File: src/rtl/secretkey_bram_arbiter_pkg.sv
// Shared constants and state encoding for the secret-key BRAM port-B arbiter.
// Sits alongside the PA parameter include.
package secretkey_bram_arbiter_pkg;

    localparam int SECRETKEY_ADDR_W    = 15;
    localparam int SECRETKEY_DATA_W    = 64;
    localparam int SECRETKEY_RD_LAT    = 2;
    localparam int SECRETKEY_BURST_MAX = 16;

    typedef enum logic [1:0] {
        IDLE   = 2'd0,
        OWN_PA = 2'd1,
        OWN_RD = 2'd2
    } arb_state_t;

endpackage

File: src/rtl/secretkey_rd_pipe.sv
// Read-return pipeline: carries a valid tag alongside the BRAM latency and registers
// doutb when the tag emerges. Reset flushes every in-flight tag.
module secretkey_rd_pipe
    import secretkey_bram_arbiter_pkg::*;
#(
    parameter int DATA_W = SECRETKEY_DATA_W,
    parameter int RD_LAT = SECRETKEY_RD_LAT
) (
    input  logic              clk,
    input  logic              reset,
    input  logic              rd_fire,
    input  logic [DATA_W-1:0] bram_doutb,
    output logic [DATA_W-1:0] rd_data,
    output logic              rd_valid
);

    // tag[0] lines up with bram_enb; tag[RD_LAT] lines up with valid doutb.
    logic [RD_LAT:0] tag;

    always_ff @(posedge clk or posedge reset) begin
        if (reset) begin
            tag      <= '0;
            rd_valid <= 1'b0;
            rd_data  <= '0;
        end else begin
            tag      <= {tag[RD_LAT-1:0], rd_fire};
            rd_valid <= tag[RD_LAT];
            if (tag[RD_LAT]) begin
                rd_data <= bram_doutb;
            end
        end
    end

endmodule

File: src/rtl/secretkey_bram_arbiter.sv
// Arbitrates secret-key BRAM port B between PA writes and key-consumer reads.
// Optional wait-cycle statistics are built when SECRETKEY_ARB_STATS_EN is defined.
//
// state  | meaning
// IDLE   | no owner; PA has priority
// OWN_PA | PA engine owns the port
// OWN_RD | key consumer owns the port
module secretkey_bram_arbiter
    import secretkey_bram_arbiter_pkg::*;
#(
    parameter int ADDR_W    = SECRETKEY_ADDR_W,
    parameter int DATA_W    = SECRETKEY_DATA_W,
    parameter int RD_LAT    = SECRETKEY_RD_LAT,
    parameter int BURST_MAX = SECRETKEY_BURST_MAX
) (
    input  logic                clk,
    input  logic                reset,
    input  logic                pa_req,
    input  logic [ADDR_W-1:0]   pa_addr,
    input  logic [DATA_W-1:0]   pa_din,
    input  logic [DATA_W/8-1:0] pa_we,
    output logic                pa_gnt,
    input  logic                pa_finish,
    input  logic                rd_req,
    input  logic [ADDR_W-1:0]   rd_addr,
    output logic                rd_gnt,
    output logic [DATA_W-1:0]   rd_data,
    output logic                rd_valid,
    output logic                rd_oob,
    input  logic                key_clear,
    output logic [ADDR_W:0]     key_words,
    output logic                key_ready,
    output logic [ADDR_W-1:0]   bram_addrb,
    output logic [DATA_W-1:0]   bram_dinb,
    input  logic [DATA_W-1:0]   bram_doutb,
    output logic                bram_enb,
    output logic [DATA_W/8-1:0] bram_web,
    output logic [31:0]         pa_wait_cnt,
    output logic [31:0]         rd_wait_cnt
);

    localparam int BW = $clog2(BURST_MAX + 1);
    localparam logic [ADDR_W:0] KW_MAX = {1'b1, {ADDR_W{1'b0}}};

    arb_state_t      state, state_nxt;
    logic [BW-1:0]   burst_cnt, burst_nxt;
    logic            rd_eff;
    logic            burst_ok;
    logic            pa_xfer;
    logic            rd_xfer;

    assign rd_eff   = rd_req & key_ready;
    assign burst_ok = (burst_cnt < BW'(BURST_MAX));
    assign pa_xfer  = pa_req & pa_gnt;
    assign rd_xfer  = rd_req & rd_gnt;

    always_ff @(posedge clk or posedge reset) begin
        if (reset) begin
            state     <= IDLE;
            burst_cnt <= '0;
        end else begin
            state     <= state_nxt;
            burst_cnt <= burst_nxt;
        end
    end

    always_comb begin
        pa_gnt    = 1'b0;
        rd_gnt    = 1'b0;
        state_nxt = IDLE;
        burst_nxt = '0;

        // The owner keeps the port until its burst is spent while the other side waits.
        unique case (state)
            IDLE: begin
                pa_gnt = pa_req;
                rd_gnt = rd_eff & ~pa_req;
            end
            OWN_PA: begin
                if (pa_req && (burst_ok || !rd_eff)) begin
                    pa_gnt = 1'b1;
                end else begin
                    rd_gnt = rd_eff;
                end
            end
            OWN_RD: begin
                if (rd_eff && (burst_ok || !pa_req)) begin
                    rd_gnt = 1'b1;
                end else begin
                    pa_gnt = pa_req;
                end
            end
            default: begin
                pa_gnt = 1'b0;
                rd_gnt = 1'b0;
            end
        endcase

        if (pa_gnt) begin
            state_nxt = OWN_PA;
        end else if (rd_gnt) begin
            state_nxt = OWN_RD;
        end

        if (state_nxt == IDLE) begin
            burst_nxt = '0;
        end else if (state_nxt != state) begin
            burst_nxt = BW'(1);
        end else if (burst_ok) begin
            burst_nxt = burst_cnt + BW'(1);
        end else begin
            burst_nxt = burst_cnt;
        end
    end

    always_ff @(posedge clk or posedge reset) begin
        if (reset) begin
            bram_enb   <= 1'b0;
            bram_addrb <= '0;
            bram_dinb  <= '0;
            bram_web   <= '0;
            rd_oob     <= 1'b0;
        end else begin
            bram_enb <= pa_xfer | rd_xfer;
            rd_oob   <= rd_xfer & ({1'b0, rd_addr} >= key_words);
            if (pa_xfer) begin
                bram_addrb <= pa_addr;
                bram_dinb  <= pa_din;
                bram_web   <= pa_we;
            end else if (rd_xfer) begin
                bram_addrb <= rd_addr;
                bram_dinb  <= '0;
                bram_web   <= '0;
            end else begin
                bram_addrb <= '0;
                bram_dinb  <= '0;
                bram_web   <= '0;
            end
        end
    end

    // A new key (key_clear) always wins over a same-cycle count or completion.
    always_ff @(posedge clk or posedge reset) begin
        if (reset) begin
            key_words <= '0;
            key_ready <= 1'b0;
        end else begin
            if (key_clear) begin
                key_words <= '0;
            end else if (pa_xfer && (|pa_we) && (key_words < KW_MAX)) begin
                key_words <= key_words + 1'b1;
            end

            if (key_clear) begin
                key_ready <= 1'b0;
            end else if (pa_finish) begin
                key_ready <= 1'b1;
            end
        end
    end

    secretkey_rd_pipe #(
        .DATA_W (DATA_W),
        .RD_LAT (RD_LAT)
    ) u_rd_pipe (
        .clk        (clk),
        .reset      (reset),
        .rd_fire    (rd_xfer),
        .bram_doutb (bram_doutb),
        .rd_data    (rd_data),
        .rd_valid   (rd_valid)
    );

`ifdef SECRETKEY_ARB_STATS_EN
    always_ff @(posedge clk or posedge reset) begin
        if (reset) begin
            pa_wait_cnt <= '0;
            rd_wait_cnt <= '0;
        end else if (key_clear) begin
            pa_wait_cnt <= '0;
            rd_wait_cnt <= '0;
        end else begin
            if (pa_req && !pa_gnt && (pa_wait_cnt != 32'hFFFF_FFFF)) begin
                pa_wait_cnt <= pa_wait_cnt + 32'd1;
            end
            if (rd_eff && !rd_gnt && (rd_wait_cnt != 32'hFFFF_FFFF)) begin
                rd_wait_cnt <= rd_wait_cnt + 32'd1;
            end
        end
    end
`else
    assign pa_wait_cnt = '0;
    assign rd_wait_cnt = '0;
`endif

endmodule
File: config.mk
export PLATFORM = sky130hd
export DESIGN_NAME = secretkey_bram_arbiter
export DESIGN_NICKNAME = d
export VERILOG_FILES = /design/src/rtl/secretkey_bram_arbiter_pkg.sv /design/src/rtl/secretkey_rd_pipe.sv /design/src/rtl/secretkey_bram_arbiter.sv
export SDC_FILE = /design/constraint.sdc
export NUM_CORES = 1
export LEC_CHECK = 0
export CORE_AREA = 2 2 158 160
export DETAILED_ROUTE_END_ITERATION = 12
export DIE_AREA = 0 0 160 162
export GPL_TIMING_DRIVEN = 1
export PLACE_DENSITY = 0.71
export SYNTH_ARGS = -nofsm -noshare
export SYNTH_HDL_FRONTEND = slang
export SYNTH_SLANG_ARGS = --single-unit
File: constraint.sdc
create_clock -name clk -period 16.6 [get_ports clk]
set_input_delay 1.66 -clock clk [delete_from_list [all_inputs] [get_ports clk]]
set_output_delay 1.66 -clock clk [all_outputs]
set_load 0.03 [all_outputs]
==> impl_metrics.py, run 1 <==
metrics = {
    "outcome": {
        "outcome": "finished clean",
    },
    "sta": {
        "setup_viol": 0,
        "final_hold_vio_count": 0,
        "rsz0062_at_grt": "false",
        "timing.fmax_mhz": 190,
        "timing.clock.skew_ns": 0.0158,
        "max-slew-margin-rel": 0.297,
        "period_minus_slack_ns": 5.27,
        "finalMaxSlewViolations": 0,
        "fin_tns_setup_ns": 0,
        "finalCritPeriodShare": 0.318,
        "timing_worst_slew_pin_value_ns": 1.05,
    },
    "synth": {
        "syn_avg_cell_area_um2": 13.0,
        "most_frequently_used_flop_master_after_synthesis": "dfrtp_1",
        "synth_sequential_area_ratio": 0.607,
        "synthAdderAreaFrac": 0.0285,
        "synth-edff-count": 0,
        "synth_top_family_by_area": "simple AND/OR/NAND/NOR gates",
        "postSynthRegisterBits": 181,
        "ys_warn_count": 0,
        "post_syn_area_mm2": 0.00746,
        "syn_inst": 573,
        "yosys-mux-area-fraction": 0.101,
        "synth_simple_gate_area_share": 0.104,
        "async_flop_share": 1.00,
        "synth-compound-area-share": 0.0489,
        "synth_xor_xnor_area_share": 0.0176,
        "synth.distinct_cells": 43,
    },
    "floorplanning": {
        "die_y_um": 162,
        "die-width_um": 160,
        "core_mm2": 0.0241,
        "die_area_mm2": 0.0259,
        "start_util": 0.310,
        "design.portCount": 409,
        "floorplan.rows": 57,
    },
    "cts": {
        "worst_skew_pair.late_latency_ns": 0.42,
        "clock_sink_count": 181,
        "cts-buffers-inserted": 17,
        "clock-root-buffer": "clkbuf_16",
        "post-cts-setup-buffer-count": 0,
        "clkSlewWorstSetupHoldPaths_ns": 0.06,
        "tritoncts_clock_tree": "yes",
        "cts.hold.buffers_added": 0,
        "postCtsResizedCells": 0,
        "clock_tree.buffer_depth": 2,
        "h-tree-depth": 4,
    },
    "global_route": {
        "overflow": 0,
        "grt_start_max_net_pins": 117,
        "initial_antenna_violation_count": 0,
        "grt_pass1_wl_um": 31700,
        "grt_pass1_vias": 5373,
        "grtUsageTotal": 0.161,
    },
    "pwr": {
        "clock_share_of_power": 0.313,
        "vdd.ir_drop.worst_mv": 0.0715,
        "seq_power_share": 0.403,
        "power.density_cell_area_mw_per_mm2": 111,
        "switchingPower_uw": 420,
        "internal_power_uw": 863,
        "report.power.total_mw": 1.28,
        "power_switching_share": 0.327,
        "p_comb_frac": 0.283,
        "cellLeakagePower_nw": 4.93,
    },
    "finish": {
        "count_of_nets_after_finishing": 1102,
        "finalNonFillerCells": 1250,
        "most-common-layout-cells": "clkdlybuf4s50_1, dfrtp_1, and2_1",
        "filler_cell_count": 2211,
        "layout-drive-gt1-share": 0.116,
        "flow.area_growth_from_synthesis_pct": 54.9,
        "antenna_cells_inserted": 0,
        "layout.cells.most_common": "clkdlybuf4s50_1",
    },
    "route": {
        "drt_pass1_iterations": 5,
        "postRouteWirelength_um": 21200,
        "avg_wl_per_cell_um": 16.9,
        "drt.antenna.violating_nets": 0,
        "detail_route.vias_per_cell": 4.24,
        "route.vias.total": 5299,
        "initialDrtViolationCount": 236,
        "dr_drc_count": 0,
    },
    "placement": {
        "dp_cells": 1218,
        "placement.io_buffers": 344,
        "detailed_place_hpwl_um": 15800,
        "gp_routability_congestion": 0.790,
    },
    "hold_path": {
        "hold_start": "u_rd_pipe.tag[0]$_DFF_PP0_",
        "timing.hold.worst.class": "reg2reg",
    },
    "worst_setup_path": {
        "worstSetupStartpointType": "input pin",
        "timing.critical_path.required_ns": 14.94,
        "crit_arrival_ns": 3.61,
        "worst-setup-path-type": "in2out",
        "reg2reg_from": "burst_cnt[4]$_DFFE_PP0P_",
        "cp_max_fo": 18,
        "launch_point_of_the_worst_path": "rd_req",
        "end_kind": "output port",
    },
    "job": {
        "max_capacitance_violation_count": 0,
    },
}
-- power groups by stage --
stage | Combinational (mW) | Clock [mW] | Sequential [mW]
finish | 0.364 | 0.402 | 0.518
global route | 0.381 | 0.438 | 0.525
CTS | 0.368 | 0.415 | 0.519
detailed placement | 0.367 | 0 | 0.527
global placement | 0.365 | 0 | 0.525
floorplan | 0.0980 | 0 | 0.633
-- cell families (layout without fill, tap and decap cells) --
family,Yosys count,in the layout
other,1,64
AOI/OAI and AO/OA,46,46
adders and majority gates,17,17
xor gates and xnor gates,15,15
buffers and inverters,108,398
and+or+nand+nor,139,139
muxes,66,66
DFF,181,181
-- state kept, by name, indices dropped and copies added (netlist names) --
register,cells
bram_web,8
bram_addrb,15
burst_cnt,5
u_rd_pipe.rd_data,64
u_rd_pipe.rd_valid,1
state,2
bram_enb,1
key_ready,1
key_words,16
bram_dinb,64
rd_oob,1
u_rd_pipe.tag,3
-- layer usage --
layer / global-route usage / vias up / part of all wire
met5: 0 / - / 0
met4: 0.0512 / 0 / 0.017
met3: 0.0539 / 17 / 0.079
met2: 0.278 / 225 / 0.51
met1: 0.191 / 2585 / 0.39
li1: - / 2472 / -
-- cell usage after synthesis (8+ instances only) --
cell type | instances | share of area
nand4_1 | 9 | 0.0075
a22o_1 | 15 | 0.018
mux2_2 | 64 | 0.097
nand3_1 | 10 | 0.0067
dfrtp_1 | 181 | 0.61
nand2_1 | 8 | 0.0040
and2_1 | 73 | 0.061
buf_2 | 13 | 0.0087
a21oi_1 | 8 | 0.0054
nor2_1 | 24 | 0.012
clkbuf_1 | 9 | 0.0045
inv_1 | 18 | 0.0091
xnor2_1 | 13 | 0.015
buf_4 | 64 | 0.064
ha_1 | 17 | 0.028
-- critical path, cell delays in order --
cell and delay, ns:
clkdlybuf4s50_1 0.50, nand2_1 0.19, a221oi_4 0.22, buf_4 0.30
clkdlybuf4s50_1 0.72
-- metrics by stage --
stage	util	setup slack [ns]	hold slack [ns]	instance area (µm²)
after floorplan	-	10.02	0.331	7700
after global placement	0.455	11.38	0.336	11000
after detailed placement	0.455	11.35	0.337	11000
after CTS	0.480	11.33	0.352	11600
after global routing	0.480	11.25	0.355	11600
final	0.480	11.33	0.349	11600
-- final cells by class --
class / count / area [µm²] / share of cell area
clock buffer: 18 / 439 / 0.0380
clock inverter: 14 / 154 / 0.0133
inverter: 18 / 75.1 / 0.00649
multi-input combinational: 347 / 2490 / 0.215
sequential: 181 / 4530 / 0.392
tap: 324 / 405 / 0.0351
timing repair buffer: 348 / 3470 / 0.300
-- worst paths after layout --
check / to / slack, ns / depth (start not counted)
min in group asynchronous: u_rd_pipe.rd_data[63]$_DFFE_PP0P_ / 1.79 / 2
max: rd_gnt / 11.33 / 5
max in group asynchronous: u_rd_pipe.tag[2]$_DFF_PP0_ / 13.40 / 3
min: u_rd_pipe.tag[1]$_DFF_PP0_ / 0.35 / 0
min reg2reg: u_rd_pipe.tag[1]$_DFF_PP0_ / 0.35 / 0
max reg2reg: key_words[14]$_DFFE_PP0P_ / 14.08 / 6
Power figures use the tool's default switching activity.
==> run 2: changes to the inputs <==
Settings changed: PLACE_DENSITY 0.71 to 0.74.
Clock period 16.6 ns to 4.3 ns, I/O delays scaled along.
==> run 2 against run 1 <==
Net effect: combinational power rose to 3.8 times the previous value; setup slack got worse by 10 ns; sequential power increased to 3.9 times the previous value; die area did not move; routed wire length is 2.0% higher; core utilization grew 0.14 points; clock skew shrank 0.0077 ns; via count up 1.9%; global-route usage grew 0.35 points; final area grew 0.29%; largest power group unchanged.
==> impl_metrics.py, run 2 (synthesis results as in run 1) <==
metrics = {
    "sta": {
        "timing.hold.ws_ns": 0.345,
        "finalCritPeriodShare": 0.720,
        "setup_viol": 0,
        "rsz0062_at_grt": "false",
        "timing.fmax_mhz": 323,
        "timing_worst_slew_pin_value_ns": 1.09,
        "finalMaxSlewViolations": 0,
        "fin_tns_setup_ns": 0,
        "max-slew-margin-rel": 0.274,
        "final_hold_vio_count": 0,
        "period_minus_slack_ns": 3.10,
        "timing.clock.skew_ns": 0.00810,
    },
    "pwr": {
        "p_comb_frac": 0.283,
        "clock_share_of_power": 0.312,
        "power_switching_share": 0.327,
        "power.density_cell_area_mw_per_mm2": 427,
        "internal_power_mw": 3.34,
        "cellLeakagePower_nw": 4.95,
        "switchingPower_mw": 1.62,
        "seq_power_share": 0.405,
        "vdd.ir_drop.worst_mv": 0.297,
    },
    "route": {
        "route.vias.total": 5399,
        "avg_wl_per_cell_um": 17.3,
        "detail_route.vias_per_cell": 4.31,
        "dr_drc_count": 0,
        "initialDrtViolationCount": 200,
        "drt.antenna.violating_nets": 0,
        "drt_pass1_iterations": 4,
        "postRouteWirelength_um": 21600,
    },
    "worst_setup_path": {
        "critical_path_cell_count": 3,
        "crit_slowest_cell": "clkdlybuf4s50_1",
        "worst-setup-path-type": "reg2out",
        "launch_point_of_the_worst_path": "burst_cnt[4]$_DFFE_PP0P_",
        "timing.critical_path.required_ns": 3.87,
        "cp.buffers_inverters": 1,
        "path_delay_family": "buffers and inverters",
        "crit_arrival_ns": 2.67,
        "critical_path.cell_chain": "mux2i_4 > o211a_4 > clkdlybuf4s50_1",
        "reg2reg_from": "burst_cnt[4]$_DFFE_PP0P_",
        "ff_to_ff_end": "bram_addrb[13]$_DFF_PP0_",
        "reg2reg_depth": 4,
        "worst_path_largest_cell_delay_ns": 0.79,
        "setup.worst_path.end": "pa_gnt",
        "end_kind": "output port",
        "worstSetupStartpointType": "register",
        "cp_max_fo": 48,
        "regToRegSetupSlack_ns": 1.98,
    },
    "global_route": {
        "overflow": 0,
        "grt_pass1_vias": 5419,
        "gr-max-usage-layer": "met2",
        "grtUsageTotal": 0.165,
        "global_routing_met2_resource_utilization": 0.298,
        "grt_pass1_wl_um": 32200,
        "grt_start_max_net_pins": 62,
        "grt_util_met3": 0.0531,
        "initial_antenna_violation_count": 0,
        "gr-usage-met1": 0.185,
    },
    "cts": {
        "post-cts-setup-buffer-count": 0,
        "worst_skew_pair.late_latency_ns": 0.42,
        "postCtsResizedCells": 0,
        "clock-root-buffer": "clkbuf_16",
        "tritoncts_clock_tree": "yes",
        "clock_sink_count": 181,
        "cts-buffers-inserted": 17,
        "clock_tree.buffer_depth": 2,
        "h-tree-depth": 4,
        "clkSlewWorstSetupHoldPaths_ns": 0.07,
        "cts.hold.buffers_added": 0,
    },
    "placement": {
        "placement.io_buffers": 344,
        "detailed_place_hpwl_um": 16600,
        "gp_routability_congestion": 0.739,
    },
    "floorplanning": {
        "die-width_um": 160,
        "floorplan.rows": 57,
        "start_util": 0.310,
        "core_mm2": 0.0241,
        "design.portCount": 409,
        "die_area_mm2": 0.0259,
        "die_y_um": 162,
    },
    "job": {
        "max_capacitance_violation_count": 0,
    },
    "finish": {
        "filler_cell_count": 2226,
        "most-common-layout-cells": "clkdlybuf4s50_1, dfrtp_1, and2_1",
        "finish.utilization": 0.481,
        "biggestRegsByFlops": "bram_dinb x64, u_rd_pipe.rd_data x64, key_words x16",
        "layout.cells.most_common": "clkdlybuf4s50_1",
        "antenna_cells_inserted": 0,
        "flow.area_growth_from_synthesis_pct": 55.4,
        "count_of_nets_after_finishing": 1104,
        "layout-drive-gt1-share": 0.117,
    },
    "hold_path": {
        "whs_path_depth": 0,
        "timing.hold.worst.class": "reg2reg",
    },
    "outcome": {
        "outcome": "finished clean",
    },
}
run 2: cell count changes in the layout (fill, tap and decap cells not counted), sizes merged:
cell	before	now
buf	4	6
clkinv	6	4
clkinvlp	1	2
inv	25	26
run 2: how the worst min path moves through the flow:
stage                                     startpoint                          to  slack (ns)
after detailed placement  u_rd_pipe.tag[1]$_DFF_PP0_  u_rd_pipe.tag[2]$_DFF_PP0_        0.34
after global routing      u_rd_pipe.tag[1]$_DFF_PP0_  u_rd_pipe.tag[2]$_DFF_PP0_        0.35
final                     u_rd_pipe.tag[1]$_DFF_PP0_  u_rd_pipe.tag[2]$_DFF_PP0_        0.35
after floorplan           u_rd_pipe.tag[0]$_DFF_PP0_  u_rd_pipe.tag[1]$_DFF_PP0_        0.33
after global placement    u_rd_pipe.tag[1]$_DFF_PP0_  u_rd_pipe.tag[2]$_DFF_PP0_        0.34
after CTS                 u_rd_pipe.tag[1]$_DFF_PP0_  u_rd_pipe.tag[2]$_DFF_PP0_        0.35
run 2: final cells by class:
cell class | instances | area, µm² | area share
well taps | 324 | 405 | 0.0350
clock buffers | 18 | 439 | 0.0379
clock inverters | 14 | 151 | 0.0131
multi-input cells | 347 | 2490 | 0.214
flip-flops and latches | 181 | 4530 | 0.391
repair buffers | 350 | 3510 | 0.303
inverters | 18 | 71.3 | 0.00615
run 2: routing by layer:
metal | vias to the layer above | wire [µm] | part of all wire
met3 | 21 | 1680 | 0.078
met2 | 235 | 11500 | 0.53
li1 | 2487 | - | -
met5 | - | 0 | 0
met4 | 0 | 381 | 0.018
met1 | 2656 | 8060 | 0.37
run 2: power groups by stage:
stage	registers (mW)	logic (mW)	clock network (mW)
6_report	2.01	1.40	1.55
5_1_grt	2.03	1.47	1.67
4_1_cts	2.01	1.42	1.61
3_5_place_dp	2.04	1.42	0
3_3_place_gp	2.03	1.40	0
2_1_floorplan	2.44	0.379	0
run 2: worst register-to-register path: cells and delay by family, from the launching register on:
kind	cells	cell delay, ns
AO/OA/AOI/OAI	2	0.77
buffers and inverters	1	0.55
flip-flops	1	0.56
multiplexers	1	0.38
run 2: metrics by stage:
step | setup WS, ns | cell area (µm²) | total power, mW | std cells
floorplan | 1.55 | 7700 | 2.82 | 636
global placement | 1.46 | 11000 | 3.43 | 1220
detailed placement | 1.40 | 11000 | 3.46 | 1220
CTS | 1.14 | 11600 | 5.04 | 1252
global route | 1.02 | 11600 | 5.17 | 1252
finish | 1.20 | 11600 | 4.96 | 1252
